### src/rtl/lifo_pkg.sv
// Shared types for the lifo consumer-side controller.
// Entry width defaults to the lifo's standard data width.
package lifo_pkg;

  localparam int LIFO_DATA_WIDTH = 8;
  localparam int LIFO_LEN_WIDTH  = 4;

  typedef enum logic [1:0] {
    IDLE,
    DRAIN,
    FLUSH
  } lifo_rd_state_t;

  typedef struct packed {
    logic                       last;
    logic [LIFO_DATA_WIDTH-1:0] data;
  } lifo_entry_t;

endpackage

### src/rtl/lifo_out_buf.sv
// Two-entry in-order valid/ready buffer between lifo pops and the stream.
// Fill level is registered so the pop decision never sees out_ready.
module lifo_out_buf
  import lifo_pkg::*;
#(
  parameter type entry_t = lifo_entry_t
) (
  input  logic       clk,
  input  logic       asyn_n_rst,
  input  logic       push,
  input  entry_t     push_entry,
  input  logic       flush,
  input  logic       out_ready,
  output logic       out_valid,
  output entry_t     out_entry,
  output logic [1:0] cnt
);

  logic [1:0] cnt_q;
  logic [1:0] cnt_d;
  entry_t     e0_q;
  entry_t     e0_d;
  entry_t     e1_q;
  entry_t     e1_d;
  logic       hs;

  always_comb begin
    hs    = (cnt_q != 2'd0) && out_ready;
    cnt_d = cnt_q;
    e0_d  = e0_q;
    e1_d  = e1_q;
    if (flush) begin
      cnt_d = 2'd0;
    end else begin
      unique case ({push, hs})
        2'b11: begin
          if (cnt_q == 2'd2) begin
            e0_d = e1_q;
            e1_d = push_entry;
          end else begin
            e0_d = push_entry;
          end
        end
        2'b10: begin
          if (cnt_q == 2'd0) begin
            e0_d = push_entry;
          end else begin
            e1_d = push_entry;
          end
          cnt_d = cnt_q + 2'd1;
        end
        2'b01: begin
          e0_d  = e1_q;
          cnt_d = cnt_q - 2'd1;
        end
        default: begin
        end
      endcase
    end
  end

  always_ff @(posedge clk or negedge asyn_n_rst) begin
    if (!asyn_n_rst) begin
      cnt_q <= 2'd0;
      e0_q  <= '0;
      e1_q  <= '0;
    end else begin
      cnt_q <= cnt_d;
      e0_q  <= e0_d;
      e1_q  <= e1_d;
    end
  end

  assign out_valid = (cnt_q != 2'd0);
  assign out_entry = e0_q;
  assign cnt       = cnt_q;

endmodule

### src/rtl/lifo_burst_reader.sv
// Drains a burst of words from a lifo into a valid/ready stream,
// tagging the final word and reporting done/short on completion.
module lifo_burst_reader
  import lifo_pkg::*;
#(
  parameter int DATA_WIDTH = LIFO_DATA_WIDTH,
  parameter int LEN_WIDTH  = LIFO_LEN_WIDTH
) (
  input  logic                  clk,
  input  logic                  asyn_n_rst,
  input  logic                  start,
  input  logic [LEN_WIDTH-1:0]  burst_len,
  input  logic                  stop_on_empty,
  input  logic                  abort,
  input  logic                  lifo_empty,
  input  logic [DATA_WIDTH-1:0] lifo_data,
  output logic                  lifo_pop,
  output logic                  out_valid,
  input  logic                  out_ready,
  output logic [DATA_WIDTH-1:0] out_data,
  output logic                  out_last,
  output logic                  busy,
  output logic                  done,
  output logic                  short,
  output logic [LEN_WIDTH-1:0]  popped_cnt
);

  typedef struct packed {
    logic                  last;
    logic [DATA_WIDTH-1:0] data;
  } entry_t;

  lifo_rd_state_t       state_q;
  lifo_rd_state_t       state_d;
  logic [LEN_WIDTH-1:0] len_q;
  logic [LEN_WIDTH-1:0] len_d;
  logic [LEN_WIDTH-1:0] popped_q;
  logic [LEN_WIDTH-1:0] popped_d;
  logic                 soe_q;
  logic                 soe_d;
  logic                 done_q;
  logic                 done_d;
  logic                 short_q;
  logic                 short_d;
  logic                 spend_q;
  logic                 spend_d;

  logic                 pop;
  logic                 flush;
  logic                 hs;
  logic                 last_pop;
  logic [1:0]           buf_cnt;
  logic                 buf_valid;
  entry_t               push_entry;
  entry_t               head;

  assign hs         = buf_valid && out_ready;
  assign last_pop   = (popped_q + LEN_WIDTH'(1)) == len_q;
  assign push_entry = '{last: last_pop, data: lifo_data};

  // spend_q remembers whether the flush phase ends a short burst
  always_comb begin
    state_d  = state_q;
    len_d    = len_q;
    soe_d    = soe_q;
    popped_d = popped_q;
    done_d   = 1'b0;
    short_d  = short_q;
    spend_d  = spend_q;
    pop      = 1'b0;
    flush    = 1'b0;
    unique case (state_q)
      IDLE: begin
        if (start && burst_len != '0) begin
          len_d    = burst_len;
          soe_d    = stop_on_empty;
          popped_d = '0;
          spend_d  = 1'b0;
          state_d  = DRAIN;
        end else if (start) begin
          done_d  = 1'b1;
          short_d = 1'b0;
        end
      end
      DRAIN: begin
        pop = !lifo_empty
           && (buf_cnt < 2'd2)
           && (popped_q < len_q)
           && !abort;
        if (abort) begin
          flush   = 1'b1;
          done_d  = 1'b1;
          short_d = 1'b1;
          state_d = IDLE;
        end else if (pop) begin
          popped_d = popped_q + LEN_WIDTH'(1);
          if (last_pop) begin
            spend_d = 1'b0;
            state_d = FLUSH;
          end
        end else if (lifo_empty && soe_q) begin
          spend_d = 1'b1;
          state_d = FLUSH;
        end
      end
      FLUSH: begin
        if (abort) begin
          flush   = 1'b1;
          done_d  = 1'b1;
          short_d = 1'b1;
          state_d = IDLE;
        end else if (buf_cnt == 2'd0
                  || (buf_cnt == 2'd1 && hs)) begin
          done_d  = 1'b1;
          short_d = spend_q;
          state_d = IDLE;
        end
      end
      default: state_d = IDLE;
    endcase
  end

  always_ff @(posedge clk or negedge asyn_n_rst) begin
    if (!asyn_n_rst) begin
      state_q  <= IDLE;
      len_q    <= '0;
      popped_q <= '0;
      soe_q    <= 1'b0;
      done_q   <= 1'b0;
      short_q  <= 1'b0;
      spend_q  <= 1'b0;
    end else begin
      state_q  <= state_d;
      len_q    <= len_d;
      popped_q <= popped_d;
      soe_q    <= soe_d;
      done_q   <= done_d;
      short_q  <= short_d;
      spend_q  <= spend_d;
    end
  end

  lifo_out_buf #(
    .entry_t(entry_t)
  ) u_buf (
    .clk       (clk),
    .asyn_n_rst(asyn_n_rst),
    .push      (pop),
    .push_entry(push_entry),
    .flush     (flush),
    .out_ready (out_ready),
    .out_valid (buf_valid),
    .out_entry (head),
    .cnt       (buf_cnt)
  );

  assign lifo_pop   = pop;
  assign out_valid  = buf_valid;
  assign out_data   = head.data;
  assign out_last   = head.last;
  assign busy       = (state_q != IDLE);
  assign done       = done_q;
  assign short      = short_q;
  assign popped_cnt = popped_q;

endmodule
### config.mk
export PLATFORM = sky130hd
export DESIGN_NAME = lifo_burst_reader
export DESIGN_NICKNAME = d
export VERILOG_FILES = /design/src/rtl/lifo_pkg.sv /design/src/rtl/lifo_out_buf.sv /design/src/rtl/lifo_burst_reader.sv
export SDC_FILE = /design/constraint.sdc
export NUM_CORES = 1
export LEC_CHECK = 0
export BUFFER_PORTS_ARGS = -buffer_cell sky130_fd_sc_hd__buf_2
export CAP_MARGIN = 5
export CORE_MARGIN = 8
export CORE_UTILIZATION = 56
export DETAILED_ROUTE_END_ITERATION = 8
export PLACE_DENSITY = 0.9
export REMOVE_ABC_BUFFERS = 1
export SLEW_MARGIN = 20
export SYNTH_ARGS = -nofsm -noshare
export SYNTH_HDL_FRONTEND = slang
export SYNTH_SLANG_ARGS = --single-unit
### constraint.sdc
create_clock -name clk -period 3.2 [get_ports clk]
set_clock_uncertainty 0.15 [all_clocks]
set_input_delay 0.48 -clock clk [delete_from_list [all_inputs] [get_ports clk]]
set_output_delay 0.48 -clock clk [all_outputs]
set_load 0.01 [all_outputs]
==> Flow_metrics.wiki <==
{| class="wikitable"
! Metric !! Value
|-
| First drt pass iteration count || 4
|-
| Total clock sinks || 34
|-
| Max IR drop VDD || just under 0.4 mV
|-
| Post-cts repair resize count || 0
|-
| Detail Placement HPWL || ~3500 microns
|-
| DR vias || approximately 1700
|-
| Type of element launching the critical path || flip-flop
|-
| Drt drc || 0
|-
| Combined flip-flop and latch cell area || between 800 and 900 sq um
|-
| Combined area of the multi-input logic cells || 0.00116 sq mm
|-
| Critical Path End Type || flip-flop
|-
| Fill count || ~290
|-
| EDFF count, synth || 0
|-
| Total congestion overflow || 0
|-
| Status || finished, final reports clean
|-
| Global-route wire length before repair || about 8000 microns
|-
| Gate count after technology mapping || ~200
|-
| Critical path data arrival time || roughly 2.9 ns
|-
| Kind of critical path || flip-flop to flip-flop
|-
| Number of max-slew violations in the final report || 0
|-
| Power density of the placed cells || between 800 and 900 mW/mm^2
|-
| Total Nets Final || around 280
|-
| I/O Buffers || 36
|-
| Number of buffers on the longest clock path || 2
|-
| Starting density of the core || about 58%
|-
| Number of routed nets with antenna violations || 0
|-
| Rel. slew slack || about half
|-
| Crit path required time || 3.28 ns
|-
| Final setup vio count || 0
|-
| Share of the core filled with cells in the final layout || around two thirds
|-
| Cell Rows || 22
|-
| Number of placed I/O pins || 37
|-
| Crit path time final || 2.80 ns
|-
| Clock insertion delay at the later pin of the skew report || about 0.29 ns
|-
| Syn_area_per_cell || 10.3 sq um
|-
| Tcrit/Tclk final || about 88%
|-
| Routed WL || roughly 4700 microns
|-
| Maximum frequency from static timing analysis || around 360 MHz
|-
| Share of synthesized registers carrying an async set or reset || 100%
|-
| Fraction of final layout cells sized beyond drive strength 1 || a little under a third
|-
| Final sum of negative setup slack || 0 ns
|-
| Routed wire length per instance || approximately 16 microns
|-
| TritonCTS clock tree || yes
|-
| Hold buffer count at CTS || 0
|-
| Number of antenna diodes || 0
|-
| Clock-pin slew on the worst setup and hold paths || about 0.07 ns
|-
| Worst min-delay path class || primary input to asynchronous set/reset pin
|-
| Die span in x || between 70 and 80 microns
|-
| Worst Max-Slew Pin Slew || 0.770 ns
|-
| Clock root buffer || sky130_fd_sc_hd__clkbuf_8
|-
| Total Die Area || 0.00597 sq mm
|-
| Largest fanout on the critical path || 18
|-
| Pin count of the biggest net entering global routing || 35
|-
| Number of setup buffers added after CTS || 0
|-
| Cts bufs inserted || 5
|-
| Lkg Pwr || between 0.001 and 0.0015 uW
|-
| RSZ-0062 raised after global routing || no
|-
| Initial detailed-routing violation count || between 100 and 150
|-
| Chip Height || 77.3 microns
|-
| Flops & latches, synth || 34
|-
| # H-tree levels || 2
|-
| Fraction of the yosys area taken by sequential cells || 40.5%
|-
| Count of warnings emitted by yosys || 0
|-
| Avg Vias per Cell || between 5 and 6
|-
| Routability-driven placement congestion ratio || around 0.88
|-
| Number of different library cells in the post-synthesis netlist || 43
|-
| Combined area of all synthesized cells || ~0.0021 sq mm
|-
| Final hold violations || 0
|-
| Area Growth Syn to Fin || 16.4%
|-
| Via count of the first global-routing pass || about 1800
|-
| Total core area || roughly 0.0036 sq mm
|-
| Max Cap Viol || 0
|-
| Initial antenna violation count || 0
|-
| Top flip-flop cell by instance count after synthesis || sky130_fd_sc_hd__dfrtp_1
|-
| Overall Global Routing Usage || between 10% and 20%
|}
[logic make-up after synthesis]
family / Yosys count / share of synthesized area [%]
AOI/OAI and AO/OA: 59 / 20.4
xor gates and xnor gates: 6 / 2.50
adders and majority gates: 15 / 8.93
buffers and inverters: 23 / 4.17
DFF: 34 / 40.5
muxes: 25 / 13.0
and+or+nand+nor: 42 / 10.6
[placed cells by master, fill, tap and decap left out, types with 3 or more instances in the layout]
cell type	n
sky130_fd_sc_hd__a221oi_1	8
sky130_fd_sc_hd__xnor2_1	4
sky130_fd_sc_hd__nor3_1	3
sky130_fd_sc_hd__buf_2	36
sky130_fd_sc_hd__a22o_1	6
sky130_fd_sc_hd__a21oi_1	14
sky130_fd_sc_hd__a211o_1	3
sky130_fd_sc_hd__ha_1	15
sky130_fd_sc_hd__nor2b_1	3
sky130_fd_sc_hd__inv_1	15
sky130_fd_sc_hd__dfrtp_1	34
sky130_fd_sc_hd__mux2_2	18
sky130_fd_sc_hd__buf_4	6
sky130_fd_sc_hd__nand2_1	13
sky130_fd_sc_hd__nand2b_1	3
sky130_fd_sc_hd__o22ai_1	3
sky130_fd_sc_hd__nor2_1	5
sky130_fd_sc_hd__o21ai_0	11
sky130_fd_sc_hd__clkbuf_8	6
sky130_fd_sc_hd__mux2i_1	7
[synth_stat cells, types with 3 or more instances]
cell,count,area (sq um)
sky130_fd_sc_hd__mux2i_1,7,70.1
sky130_fd_sc_hd__dfrtp_1,34,851
sky130_fd_sc_hd__nor2b_1,3,18.8
sky130_fd_sc_hd__a22o_1,6,52.6
sky130_fd_sc_hd__nor3_1,3,15.0
sky130_fd_sc_hd__nand2b_1,3,18.8
sky130_fd_sc_hd__nand2_1,13,48.8
sky130_fd_sc_hd__a221oi_1,8,70.1
sky130_fd_sc_hd__xnor2_1,4,35.0
sky130_fd_sc_hd__o21ai_0,11,55.1
sky130_fd_sc_hd__a21oi_1,14,70.1
sky130_fd_sc_hd__nor2_1,5,18.8
sky130_fd_sc_hd__clkbuf_1,7,26.3
sky130_fd_sc_hd__o22ai_1,3,18.8
sky130_fd_sc_hd__ha_1,15,188
sky130_fd_sc_hd__mux2_2,18,203
sky130_fd_sc_hd__inv_1,15,56.3
sky130_fd_sc_hd__a211o_1,3,26.3
[stage by stage]
stage / setup slack, ns / instances / power (uW) / instance area, sq um / hold WS [ns]
6_report: 0.400 / 294 / 2200 / 2450 / 0.112
5_1_grt: 0.105 / 294 / 2370 / 2450 / 0.162
4_1_cts: 0.398 / 294 / 2210 / 2450 / 0.133
3_5_place_dp: 0.408 / 286 / 1870 / 2360 / 0.341
3_3_place_gp: 0.469 / 286 / 1820 / 2360 / 0.335
2_1_floorplan: 0.0977 / 196 / 1530 / 2070 / 0.0344
[worst paths after layout]
| check | start | to | slack, ns | cells past startpoint |
|---|---|---|---|---|
| max reg2reg | state_q[1] | u_buf.out_entry[8] | 0.40 | 11 |
| min | asyn_n_rst | soe_q | 0.11 | 1 |
| max in group asynchronous | asyn_n_rst | popped_cnt[0] | 2.30 | 1 |
| min reg2reg | u_buf.out_entry[2] | u_buf.out_entry[2] | 0.35 | 1 |
| min in group clk | stop_on_empty | soe_q | 0.28 | 2 |
| max | state_q[1] | u_buf.out_entry[8] | 0.40 | 11 |
[power by group]
part	internal, uW	switching, uW	total, uW	leakage [uW]
clock network	173	154	327	0.0000482
registers	613	129	743	0.000432
logic	523	606	1130	0.000704
[sequential cells by signal (all words and copies together), names as in the netlist]
name and count:
state_q 2, len_q 4, short 1, done 1, soe_q 1, popped_cnt 4, u_buf.out_entry 9, u_buf.cnt 2
u_buf.e1_q 9, spend_q 1
[routing by layer]
metal / GRT usage [%] / part of all wire, %
met2: 27.5 / 50
met4: 7.74 / 1.8
met3: 4.43 / 4.9
met5: 0 / 0
met1: 18.6 / 43
[final cells by class]
type / instances / share of cell area [%]
multi-input cells: 147 / 47.5
flip-flops and latches: 34 / 34.8
repair buffers: 42 / 9.20
clock buffers: 7 / 3.53
well taps: 48 / 2.45
inverters: 15 / 2.30
clock inverters: 1 / 0.204
[worst max-delay path, cell delays in order, from the launching register on]
cell	delay, ns
sky130_fd_sc_hd__dfrtp_1	0.42
sky130_fd_sc_hd__inv_1	0.13
sky130_fd_sc_hd__ha_1	0.18
sky130_fd_sc_hd__nand2b_1	0.09
sky130_fd_sc_hd__and2b_1	0.31
sky130_fd_sc_hd__nand2_1	0.13
sky130_fd_sc_hd__ha_1	0.63
sky130_fd_sc_hd__nand2_1	0.16
sky130_fd_sc_hd__o21ai_0	0.15
sky130_fd_sc_hd__nand2_1	0.09
sky130_fd_sc_hd__a21oi_1	0.16
sky130_fd_sc_hd__mux2_2	0.16
(Power assumes the default switching activity.)
